--- src/rtl/imm_encode_pipe.sv ---
`default_nettype none
// ============================================================================
// Module      : imm_encode_pipe
// Description : Packs a 32-bit value (absolute, or PC-relative target) into
//               the LA32R immediate field of an instruction template, using
//               the same format codes as the immediate extender. Flags
//               values that the selected format cannot represent.
//               Two-stage valid/ready pipeline, one result per cycle.
// Options     : IMM_ENC_STAT_EN - adds stat_clr/stat_req/stat_err ports and
//               saturating request / error counters.
// Revision    : 1.0 - initial release
// ============================================================================
module imm_encode_pipe #(
    parameter int TAG_W = 4,
    parameter int CNT_W = 16
) (
    input  logic             clk,
    input  logic             rst,
    input  logic             in_valid,
    output logic             in_ready,
    input  logic [2:0]       in_op,
    input  logic [31:0]      in_tmpl,
    input  logic [31:0]      in_val,
    input  logic [31:0]      in_pc,
    input  logic             in_rel,
    input  logic [TAG_W-1:0] in_tag,
    output logic             out_valid,
    input  logic             out_ready,
    output logic [31:0]      out_inst,
    output logic             out_err,
    output logic [TAG_W-1:0] out_tag
`ifdef IMM_ENC_STAT_EN
    ,
    input  logic             stat_clr,
    output logic [CNT_W-1:0] stat_req,
    output logic [CNT_W-1:0] stat_err
`endif
);

    // Format codes, identical to the extender's EXT_* encoding.
    localparam logic [2:0] c_EXT_2RI5U  = 3'd0;
    localparam logic [2:0] c_EXT_2RI12  = 3'd1;
    localparam logic [2:0] c_EXT_2RI12U = 3'd2;
    localparam logic [2:0] c_EXT_1RI20  = 3'd3;
    localparam logic [2:0] c_EXT_2RI16  = 3'd4;
    localparam logic [2:0] c_EXT_I26    = 3'd5;
    localparam logic [2:0] c_EXT_2RI14  = 3'd6;

    // ------------------------------------------------------------------
    // Flow control
    // ------------------------------------------------------------------
    logic             s1_valid_q, s1_valid_d;
    logic [31:0]      s1_inst_q,  s1_inst_d;
    logic             s1_err_q,   s1_err_d;
    logic [TAG_W-1:0] s1_tag_q,   s1_tag_d;

    logic             s2_valid_q, s2_valid_d;
    logic [31:0]      s2_inst_q,  s2_inst_d;
    logic             s2_err_q,   s2_err_d;
    logic [TAG_W-1:0] s2_tag_q,   s2_tag_d;

    logic w_s2_load;
    logic w_accept;

    // The output stage can take new data when it is empty or being consumed;
    // stage 1 can take new data when it is empty or draining into stage 2.
    assign w_s2_load = ~s2_valid_q | out_ready;
    assign in_ready  = ~s1_valid_q | w_s2_load;
    assign w_accept  = in_valid & in_ready;

    // ------------------------------------------------------------------
    // Encoder
    // ------------------------------------------------------------------
    logic [31:0] w_off;
    logic [31:0] w_mask;
    logic [31:0] w_field;
    logic        w_err;

    // Relative requests encode the distance from the instruction's own PC.
    assign w_off = in_rel ? (in_val - in_pc) : in_val;

    // Select the field placement and the representability test per format.
    always_comb begin
        w_mask  = 32'h0;
        w_field = 32'h0;
        w_err   = 1'b0;
        case (in_op)
            c_EXT_2RI5U: begin
                w_mask[14:10]  = 5'h1F;
                w_field[14:10] = w_off[4:0];
                w_err          = |w_off[31:5];
            end
            c_EXT_2RI12: begin
                w_mask[21:10]  = 12'hFFF;
                w_field[21:10] = w_off[11:0];
                w_err          = (w_off[31:11] != {21{w_off[31]}});
            end
            c_EXT_2RI12U: begin
                w_mask[21:10]  = 12'hFFF;
                w_field[21:10] = w_off[11:0];
                w_err          = |w_off[31:12];
            end
            c_EXT_1RI20: begin
                w_mask[24:5]   = 20'hFFFFF;
                w_field[24:5]  = w_off[31:12];
                w_err          = |w_off[11:0];
            end
            c_EXT_2RI16: begin
                w_mask[25:10]  = 16'hFFFF;
                w_field[25:10] = w_off[17:2];
                w_err          = (|w_off[1:0]) |
                                 (w_off[31:17] != {15{w_off[31]}});
            end
            c_EXT_I26: begin
                // Low 16 offset bits sit above the high 10, as in b/bl.
                w_mask[25:0]   = 26'h3FFFFFF;
                w_field[25:10] = w_off[17:2];
                w_field[9:0]   = w_off[27:18];
                w_err          = (|w_off[1:0]) |
                                 (w_off[31:27] != {5{w_off[31]}});
            end
            c_EXT_2RI14: begin
                w_mask[23:10]  = 14'h3FFF;
                w_field[23:10] = w_off[15:2];
                w_err          = (|w_off[1:0]) |
                                 (w_off[31:15] != {17{w_off[31]}});
            end
            default: begin
                // Any unlisted code stores the raw low 26 bits.
                w_mask[25:0]   = 26'h3FFFFFF;
                w_field[25:0]  = w_off[25:0];
                w_err          = |w_off[31:26];
            end
        endcase
    end

    // ------------------------------------------------------------------
    // Pipeline next-state
    // ------------------------------------------------------------------

    // Stage 1 captures the packed instruction on accept, otherwise holds or empties.
    always_comb begin
        s1_valid_d = s1_valid_q;
        s1_inst_d  = s1_inst_q;
        s1_err_d   = s1_err_q;
        s1_tag_d   = s1_tag_q;
        if (in_ready) begin
            s1_valid_d = in_valid;
        end
        if (w_accept) begin
            s1_inst_d = (in_tmpl & ~w_mask) | (w_field & w_mask);
            s1_err_d  = w_err;
            s1_tag_d  = in_tag;
        end
    end

    // Stage 2 (output register) takes stage 1 whenever it is free to move.
    always_comb begin
        s2_valid_d = s2_valid_q;
        s2_inst_d  = s2_inst_q;
        s2_err_d   = s2_err_q;
        s2_tag_d   = s2_tag_q;
        if (w_s2_load) begin
            s2_valid_d = s1_valid_q;
            if (s1_valid_q) begin
                s2_inst_d = s1_inst_q;
                s2_err_d  = s1_err_q;
                s2_tag_d  = s1_tag_q;
            end
        end
    end

    // Pipeline registers; reset drops anything in flight.
    always_ff @(posedge clk) begin
        if (rst) begin
            s1_valid_q <= 1'b0;
            s1_inst_q  <= 32'h0;
            s1_err_q   <= 1'b0;
            s1_tag_q   <= '0;
            s2_valid_q <= 1'b0;
            s2_inst_q  <= 32'h0;
            s2_err_q   <= 1'b0;
            s2_tag_q   <= '0;
        end else begin
            s1_valid_q <= s1_valid_d;
            s1_inst_q  <= s1_inst_d;
            s1_err_q   <= s1_err_d;
            s1_tag_q   <= s1_tag_d;
            s2_valid_q <= s2_valid_d;
            s2_inst_q  <= s2_inst_d;
            s2_err_q   <= s2_err_d;
            s2_tag_q   <= s2_tag_d;
        end
    end

    assign out_valid = s2_valid_q;
    assign out_inst  = s2_inst_q;
    assign out_err   = s2_err_q;
    assign out_tag   = s2_tag_q;

    // ------------------------------------------------------------------
    // Statistics
    // ------------------------------------------------------------------
`ifdef IMM_ENC_STAT_EN
    logic [CNT_W-1:0] stat_req_q, stat_req_d;
    logic [CNT_W-1:0] stat_err_q, stat_err_d;
    logic             w_err_done;

    assign w_err_done = s2_valid_q & out_ready & s2_err_q;

    // Saturating counters; a clear overrides a same-cycle increment.
    always_comb begin
        stat_req_d = stat_req_q;
        stat_err_d = stat_err_q;
        if (stat_clr) begin
            stat_req_d = '0;
            stat_err_d = '0;
        end else begin
            if (w_accept && (stat_req_q != {CNT_W{1'b1}})) begin
                stat_req_d = stat_req_q + 1'b1;
            end
            if (w_err_done && (stat_err_q != {CNT_W{1'b1}})) begin
                stat_err_d = stat_err_q + 1'b1;
            end
        end
    end

    // Counter registers.
    always_ff @(posedge clk) begin
        if (rst) begin
            stat_req_q <= '0;
            stat_err_q <= '0;
        end else begin
            stat_req_q <= stat_req_d;
            stat_err_q <= stat_err_d;
        end
    end

    assign stat_req = stat_req_q;
    assign stat_err = stat_err_q;
`else
    // Counter width only matters when statistics are built in.
    logic [CNT_W-1:0] w_unused_cnt;
    assign w_unused_cnt = '0;
`endif

endmodule
`default_nettype wire
--- config.mk ---
export PLATFORM = sky130hd
export DESIGN_NAME = imm_encode_pipe
export DESIGN_NICKNAME = d
export VERILOG_FILES = /design/src/rtl/imm_encode_pipe.sv
export SDC_FILE = /design/constraint.sdc
export NUM_CORES = 1
export LEC_CHECK = 0
export ABC_AREA = 1
export CAP_MARGIN = 30
export CORE_UTILIZATION = 56
export DETAILED_ROUTE_END_ITERATION = 7
export HOLD_SLACK_MARGIN = 0.08
export PLACE_DENSITY = 0.89
export REMOVE_ABC_BUFFERS = 1
export SYNTH_ARGS = -nofsm -noshare
export SYNTH_HDL_FRONTEND = slang
export SYNTH_SLANG_ARGS = --single-unit
--- constraint.sdc ---
create_clock -name clk -period 5.5 [get_ports clk]
set_input_delay 1.1 -clock clk [delete_from_list [all_inputs] [get_ports clk]]
set_output_delay 1.1 -clock clk [all_outputs]
set_load 0.02 [all_outputs]
======== Yosys cells after proc, flatten, opt, wreduce, memory -nomap -nowiden ========
Cells that the tools add are included.
word-level totals
  RAM bits ................................ 0
  latch bits .............................. 0
  bits in registers ....................... 76
  output and inout bits ................... 39
  input port bits ......................... 108
  memories kept ........................... 0
  memory bits (read-only) ................. 0
  word-level logic and storage cells ...... 61
cells by class
  divide/modulo/power cells ............... 0
  add/sub/neg operators ................... 1
  shift-type cells ........................ 0
  bitwise logic cells ..................... 12
  magnitude comparators ................... 0
  reduce and logical (&&, ||, !) cells .... 15
  $mul .................................... 0
  multiplexer cells ....................... 15
  eq/ne operators ......................... 10
operators with widths
  cell                                                  number
  AND 32 bit                                            1
  two-way mux 32 bit                                    1
  inverter 26 -> 32 bit                                 1
  OR 32 x 26 -> 32 bit                                  1
  subtractor 32 bit                                     1
  one-hot mux 5 bit (3 select lines)                    2
  one-hot mux 7 bit (4 select lines)                    1
  OR reduction 27 bit                                   1
  AND 26 bit                                            1
  != test 20 bit                                        1
  OR reduction 20 bit                                   1
  != test 16 bit                                        1
  != test 14 bit                                        1
  OR reduction 12 bit                                   1
  OR reduction 6 bit                                    2
  two-way mux 5 bit                                     2
  one-hot mux 5 bit (2 select lines)                    1
  OR reduction 5 bit                                    2
  equality test 3 bit (second input constant)           3
  two-way mux 7 bit                                     1
  one-hot mux 1 bit (7 select lines)                    1
  equality test 3 x 2 -> 1 bit (second input constant)  2
  one-hot mux 2 bit (3 select lines)                    1
  OR reduction 2 bit                                    3
  other kinds (13)                                      20

======== Longest topological paths before layout ========
  word-level depth ........................ 6
  gate-level depth with buffers ........... 27
  mapped depth without buffers ............ 27

======== Worst setup path after synthesis ========
Ideal clock, no wire load.
  path kind ............................... input to register
  start ................................... input in_val[0]
  end ..................................... register s1_err_q
  buffers on the path ..................... 0
  data arrival time ....................... 3.412 ns
  library setup time ...................... 0.116 ns
  stages on the path ...................... 26
  slack ................................... 1.972 ns
  data required time ...................... 5.384 ns
  path through ............................ inv_1 ha_1 inv_1 fa_1 nand2_1 nand2_1 nand3_1 nand2_1 nand3_1 nand2_1 nand3_1 nand2_1 nand2_1 nand3_1 o21ai_1 ha_1 inv_1 nand3_4 nor2_4 nand3_1 nand2_1 nand2_1 nor2_2 nand2_1 nand2_1 a21oi_1
between the ends
  longest elaborated chain between the ends .. 5
  elaborated cells on any way between the ends .. 15
  classes of those cells .................. add/sub: 1; eq/ne: 4; mux: 2; bitwise: 3; reduce/logical: 5
ends and longest elaborated chain
  what                                    RTL line       source
  start: declaration                      23             input logic [31:0] in_val,
  subtractor 32 bit                       80             assign w_off = in_rel ? (in_val - in_pc) : in_val;
  two-way mux 32 bit *                    80
  != test 16 bit (tied with other cells)  126            (w_off[31:15] != {17{w_off[31]}});
  OR 1 bit (on tied branches)             125, 111, 119
  one-hot mux 1 bit (7 select lines) *    87             case (in_op)
  end signal: assignment                  187            s1_err_q <= s1_err_d;
  end: declaration                        54             logic s1_err_q, s1_err_d;
Every way passes the cells marked *; elsewhere a longest branch is shown, timed or not.
A chain may end at the register's enable or synchronous reset.

======== Worst setup path after layout ========
Same ends and word-level chain as after synthesis.

==> reports/results.ini <==
[power]
leakage_nw = 4.388
p_clk_share_pct = 30.5
p_switching_w = 0.0007330
p_int_w = 0.001245
max-vdd-ir-drop_mv = 0.1758
p_seq_share_pct = 31.0
pwr-share-comb_pct = 38.5
power_density_mw_per_mm2 = 224.5
switching_share_pct = 37.05

[setup_path]
cp.required_ps = 5690
startpoint = in_val[0]
crit_arrival_ps = 4450
r2r_start = out_valid
endpoint_kind = flop
start_kind = input pin
worstSetupPathType = input pin to flop
critical_path.max_fanout = 3

[finish]
nets = 1477
diodes = 0
layout-drive-gt1-share_pct = 7.905
area_growth_pct = 26.67
fillCellCount = 1065
multi_input_area_mm2 = 0.004538
seqCellArea_mm2 = 0.001521

[timing]
layout_min_cycle_time_ps = 4254
finalSetupViolations = 0
relSlewSlack_pct = 37.90
worst_pin_slew_ps = 921.7
slew_violations = 0
setup_tns_ps = 0
hold_viol_final = 0
rsz0062_at_grt = false
fin_ws_ps = 1246
clock_skew_ps = 5.064
min_period_over_period_pct = 77.35
fmaxAchievable_mhz = 235.1

[die]
rows = 40
dieHeight_um = 113.5
pin_count = 147
coreArea_mm2 = 0.01206
initial_core_util_pct = 57.68
die_area_mm2 = 0.01287
die_w_um = 113.5

[routing]
drt_wl_total_mm = 23.51
avgRoutedWirePerCell_um = 15.58
drc = 0
vias = 8321
drtAntennaViolNets = 0
drtIter0Drc = 801
drtPass1Iterations = 6
via_per_inst = 5.514

[clock_tree]
cts_setup_buffers = 0
numCtsBuffers = 9
holdBufCountCts = 0
cts-root-buf = clkbuf_16
cts_sinks = 76
htreeDepth = 3
clock_path_buffers = 2
cts.reportedPaths.clkPinSlew_ps = 60
clkLatencyLatePin_ps = 340
cts_resized = 0
cts_tree = done

[place]
hpwl_mm = 18.38
routabilityCongestion = 0.9903
dp_slack_ps = 995.4
port_buffers = 141

[grt]
grt_pass1_wl_mm = 37.14
use_met1_pct = 47.00
grt_pass1_vias = 7600
grt_max_degree = 64
grt_use_total_pct = 36.95
grt_overflow = 0
grt_antenna_before_repair = 0
grt_busiest_layer = met2
met3_usage_pct = 8.183
use_met2_pct = 60.45

[yosys]
synth_seq_cells = 76
ys_async_sr_fraction_pct = 0
ys_types = 45
synthFlopType = dfxtp_1
ys_seq_area_share_pct = 21.87
ys_warn_count = 0
synth.avg_cell_area_um2 = 5.740
syn_inst = 1212
netlist_area_mm2 = 0.006957
synth_edf_count = 0

[min_path]
min_from = s1_inst_q[1]
hold_class = flop to flop

[run]
drv_cap = 0

[outcome]
status = finished, final reports clean

-- final cells by class --
class                   count  area share, %
clock buffers              10          2.712
repair buffers            148          16.78
inverters                 201          8.562
multi-input cells         900          51.50
clock inverters             6         0.7951
flip-flops and latches     76          17.27
well taps                 168          2.385
-- worst paths after layout --
path,end,slack [ps],cells past startpoint
setup / recovery,s1_err_q,1250,27
hold / removal,out_inst[1],460,2
setup reg to reg,out_inst[30],3590,7
hold reg to reg,out_inst[1],460,2
-- metrics by stage --
| step | util [%] | total power, W | hold WS (ps) | instance area [um2] | cells |
|---|---|---|---|---|---|
| floorplan | - | 0.001086 | 422.3 | 6814 | 1177 |
| global placement | 70.27 | 0.001345 | 427.7 | 8476 | 1492 |
| detailed placement | 70.50 | 0.001364 | 444.5 | 8503 | 1493 |
| CTS | 73.06 | 0.001968 | 452.0 | 8812 | 1509 |
| global route | 73.06 | 0.002081 | 479.9 | 8812 | 1509 |
| finish | 73.06 | 0.001978 | 455.2 | 8812 | 1509 |
-- cells in the mapped netlist (4+ instances only) --
| cell type | count | area, um2 |
|---|---|---|
| nand2_2 | 24 | 150.1 |
| a21oi_1 | 50 | 250.2 |
| nand2_1 | 345 | 1295 |
| dfxtp_1 | 76 | 1521 |
| nand4_1 | 14 | 87.58 |
| nor2_2 | 10 | 62.56 |
| ha_1 | 32 | 400.4 |
| nand3_1 | 66 | 330.3 |
| o21bai_1 | 4 | 30.03 |
| o21ai_0 | 83 | 415.4 |
| xnor2_1 | 6 | 52.55 |
| a221oi_1 | 7 | 61.31 |
| a31oi_1 | 6 | 37.54 |
| a21oi_2 | 4 | 35.03 |
| o22ai_1 | 9 | 56.30 |
| inv_1 | 186 | 698.2 |
| o221ai_1 | 17 | 148.9 |
| nor3_1 | 6 | 30.03 |
| nand3_2 | 4 | 40.04 |
| or2_2 | 15 | 93.84 |
| xor2_1 | 5 | 43.79 |
| clkbuf_1 | 28 | 105.1 |
| nand3b_1 | 4 | 30.03 |
| nor2_1 | 164 | 615.6 |
| inv_2 | 12 | 45.04 |
-- flip-flops by register name, indices dropped and copies added, names as in the netlist --
| signal | cells |
|---|---|
| out_valid | 1 |
| s1_inst_q | 32 |
| s1_err_q | 1 |
| out_tag | 4 |
| s1_tag_q | 4 |
| out_inst | 32 |
| s1_valid_q | 1 |
| out_err | 1 |
-- cell usage in the layout (no fill, tap or decap), types with 7 or more instances in the layout --
master / netlist / routed
or2_2: 15 / 15
nand4_1: 14 / 14
nand3_1: 66 / 66
inv_2: 12 / 12
nor2_1: 164 / 164
clkbuf_16: 0 / 9
nor2_2: 10 / 10
o22ai_1: 9 / 9
nand2_2: 24 / 24
a21oi_1: 50 / 50
dfxtp_1: 76 / 76
o221ai_1: 17 / 17
o21ai_0: 83 / 83
nand2_1: 345 / 345
clkdlybuf4s50_1: 0 / 140
a221oi_1: 7 / 7
inv_1: 186 / 186
ha_1: 32 / 32
-- critical path, stage by stage --
cell and delay, ps:
clkdlybuf4s50_1 420, inv_1 60, ha_1 140, inv_1 70, fa_1 430, nand2_1 110
nand2_1 90, nand3_1 70, nand2_1 160, nand3_1 140, nand2_1 100, nand3_1 110
nand2_1 60, nand2_1 60, nand3_1 60, o21ai_1 210, ha_1 290, inv_1 90
nand3_4 100, nor2_4 110, nand3_1 80, nand2_1 60, nand2_1 50, nor2_2 80
nand2_1 50, nand2_1 70, a21oi_1 70
-- power groups by stage --
stage | Clock [W] | Combinational, W | Sequential, W
floorplan | 0 | 0.000441 | 0.000645
global placement | 0 | 0.000723 | 0.000622
detailed placement | 0 | 0.000740 | 0.000624
CTS | 0.000608 | 0.000746 | 0.000614
global route | 0.000630 | 0.000833 | 0.000618
finish | 0.000603 | 0.000761 | 0.000614
-- cells by family (layout without fill, tap and decap cells) --
logic type      Yosys count  in the layout  synth area share [%]
compound gates          192            192                 16.24
fa+ha+maj                33             33                 6.043
flops                    76             76                 21.87
buf+inv                 236            365                 12.90
mux                       1              1                0.1439
simple gates            663            663                 41.42
xor+xnor                 11             11                 1.385
-- layer usage --
metal / share of wire (%) / wire length (um) / vias up
li1: - / - / 4094
met5: 0 / 0 / -
met1: 42 / 9984 / 3708
met2: 44 / 10450 / 441
met4: 3.7 / 877 / 0
met3: 9.4 / 2202 / 78
No activity file was read; power rests on OpenSTA's default activity.
==> edit (same flow settings) <==
Set the parameter `TAG_W` to 3 (it was 4).
--- a/src/rtl/imm_encode_pipe.sv
+++ b/src/rtl/imm_encode_pipe.sv
@@ -11,7 +11,7 @@
 // Revision    : 1.0 - initial release
 // ============================================================================
 module imm_encode_pipe #(
-    parameter int TAG_W = 4,
+    parameter int TAG_W = 3,
     parameter int CNT_W = 16
 ) (
     input  logic             clk,
Ports: changed (resized in_tag and out_tag); port bits go from 147 to 145. The function was not compared with the original's and may differ.
==> edit against the unedited design <==
- the run now ends with design-rule violations left
- final area shrank 3.3%
- worst setup slack lost 0.012 ns
- sequential cell count shrank 2
- area after synthesis shrank 3.0%
- routed wire length shrank 7.0%
- maximum frequency shrank 0.28%
- power shrank 5.9%
- combinational power shrank 6.8%
- largest cell class unchanged
==> edit: results (changes against the unedited design) <==
initial antenna violation count -> 0 (unchanged)
Post-Synth Adder-Cell Area -> 6.23% (was 6.04%)
fraction of registers with async set/reset -> 0% (unchanged)
routed len/inst -> 14.8 um (was 15.6 um)
post-synth cell types -> 42 (was 45)
status -> finished, violations left (was finished clean)
DRC -> 12 (was 0)
CTS resizes -> 0 (unchanged)
initial drt markers -> 798 (was 801)
clock root cell -> clkbuf_16 (unchanged)
CP peak stage delay -> 0.47 ns (was 0.43 ns)
failing checks -> design-rule violations
Max-Slew Margin vs Limit -> 44.8% (was 37.9%)
diode count -> 0 (unchanged)
LEAKAGE -> 4.33 nW (was 4.39 nW)
Setup Fix Bufs, Post-CTS -> 0 (unchanged)
slowest CP cell -> clkdlybuf4s50_1 (was fa_1)
CP Data Arrival Time -> 4.46 ns (was 4.45 ns)
Detail Placement HPWL -> 17,600 um (was 18,400 um)
pin count of the biggest net entering global routing -> 51 (was 64)
first-pass GRT wire length -> 35,500 um (was 37,100 um)
clk buf depth -> 2 (unchanged)
Vias -> 8,020 (was 8,321)
Ys Warns -> 0 (unchanged)
sequential element share of the synthesized area -> 22.0% (was 21.9%)
mux cell area share after synthesis -> 0.148% (was 0.144%)
Synth Area in Compound Gates -> 15.8% (was 16.2%)
clock skew -> 0.00759 ns (was 0.00506 ns)
top post-synthesis cells by area -> dfxtp_1, nand2_1, inv_1 (unchanged)
number of global-route vias before repair -> 7,474 (was 7,600)
crit-path max FO -> 3 (unchanged)
Fill cells -> 1,073 (was 1,065)
First-pass DRT Iterations -> 8 (was 6)
peak supply drop -> 0.000172 V (was 0.000176 V)
Hold WC Path Type -> reg -> reg (unchanged)
CTS buffer count -> 9 (unchanged)
all-layer global routing usage -> 35.6% (was 37.0%)
port bufs -> 139 (was 141)
Max-Cap Viols -> 0 (unchanged)
most instantiated cells after synthesis -> nand2_1, inv_1, nor2_1 (unchanged)
layout cells sized above 1 -> 5.32% (was 7.90%)
dpl ws -> 0.911 ns (was 0.995 ns)
H-tree Lvls -> 3 (unchanged)
RD Place Congestion -> 1.00 (was 0.990)
Final setup viols -> 0 (unchanged)
Synth Area in XOR/XNOR -> 1.30% (was 1.38%)
final net count -> 1,470 (was 1,477)
edit: cell count changes after synthesis, sizes merged, moves of 4 or more:
cell / before / now
nand3: 71 / 67
a21oi: 55 / 59
o221ai: 17 / 11
o21ai: 89 / 84
nor2: 176 / 171
nand2: 372 / 376
inv: 198 / 203
edit: worst max-delay path, delay by kind of cell:
kind                       cells  cell delay [ns]
AOI/OAI and AO/OA              2             0.23
buffers and inverters          4             0.70
and+or+nand+nor               18             1.65
adders and majority gates      3             0.76
edit: stage by stage:
stage / std cells / area [um2]
finish: 1478 / 8520
detailed placement: 1462 / 8230
floorplan: 1172 / 6610
global placement: 1462 / 8230
global route: 1478 / 8520
CTS: 1478 / 8520
edit: path summary, 6_finish.rpt:
check	start	to	slack (ns)	cells past startpoint
setup reg to reg	out_valid	s1_inst_q[15]	3.43	7
hold reg to reg	s1_inst_q[0]	out_inst[0]	0.44	2
hold / removal	s1_inst_q[0]	out_inst[0]	0.44	2
setup / recovery	in_val[0]	s1_err_q	1.23	27
edit: per-layer routing:
metal / vias up / wire length, um / track usage (%)
met5: - / 0 / 0
met4: 0 / 1080 / 20.0
met3: 71 / 1530 / 4.35
met2: 353 / 10400 / 62.3
met1: 3537 / 8900 / 42.0
li1: 4059 / - / -
edit: cells by family (layout without fill, tap and decap cells):
family	after synthesis	in the layout
AO/OA/AOI/OAI	188	188
XOR/XNOR	10	10
adder cells (fa/ha/maj)	33	33
buffers and inverters	238	367
flip-flops	74	74
multiplexers	1	1
AND/OR/NAND/NOR	662	662
edit: area by class of cell:
class	count	area (um2)	share of cell area, %
multi-input cells	894	4360	51.1
clock buffers	11	253	2.97
repair buffers	147	1450	17.0
inverters	204	766	8.99
well taps	143	179	2.10
clock inverters	5	37.5	0.441
flip-flops and latches	74	1480	17.4
edit: power by group:
part	internal, mW	leakage (nW)	switching [mW]
clock	0.331	0.138	0.224
combinational	0.274	3.58	0.435
sequential	0.577	0.611	0.0191
total	1.18	4.33	0.679
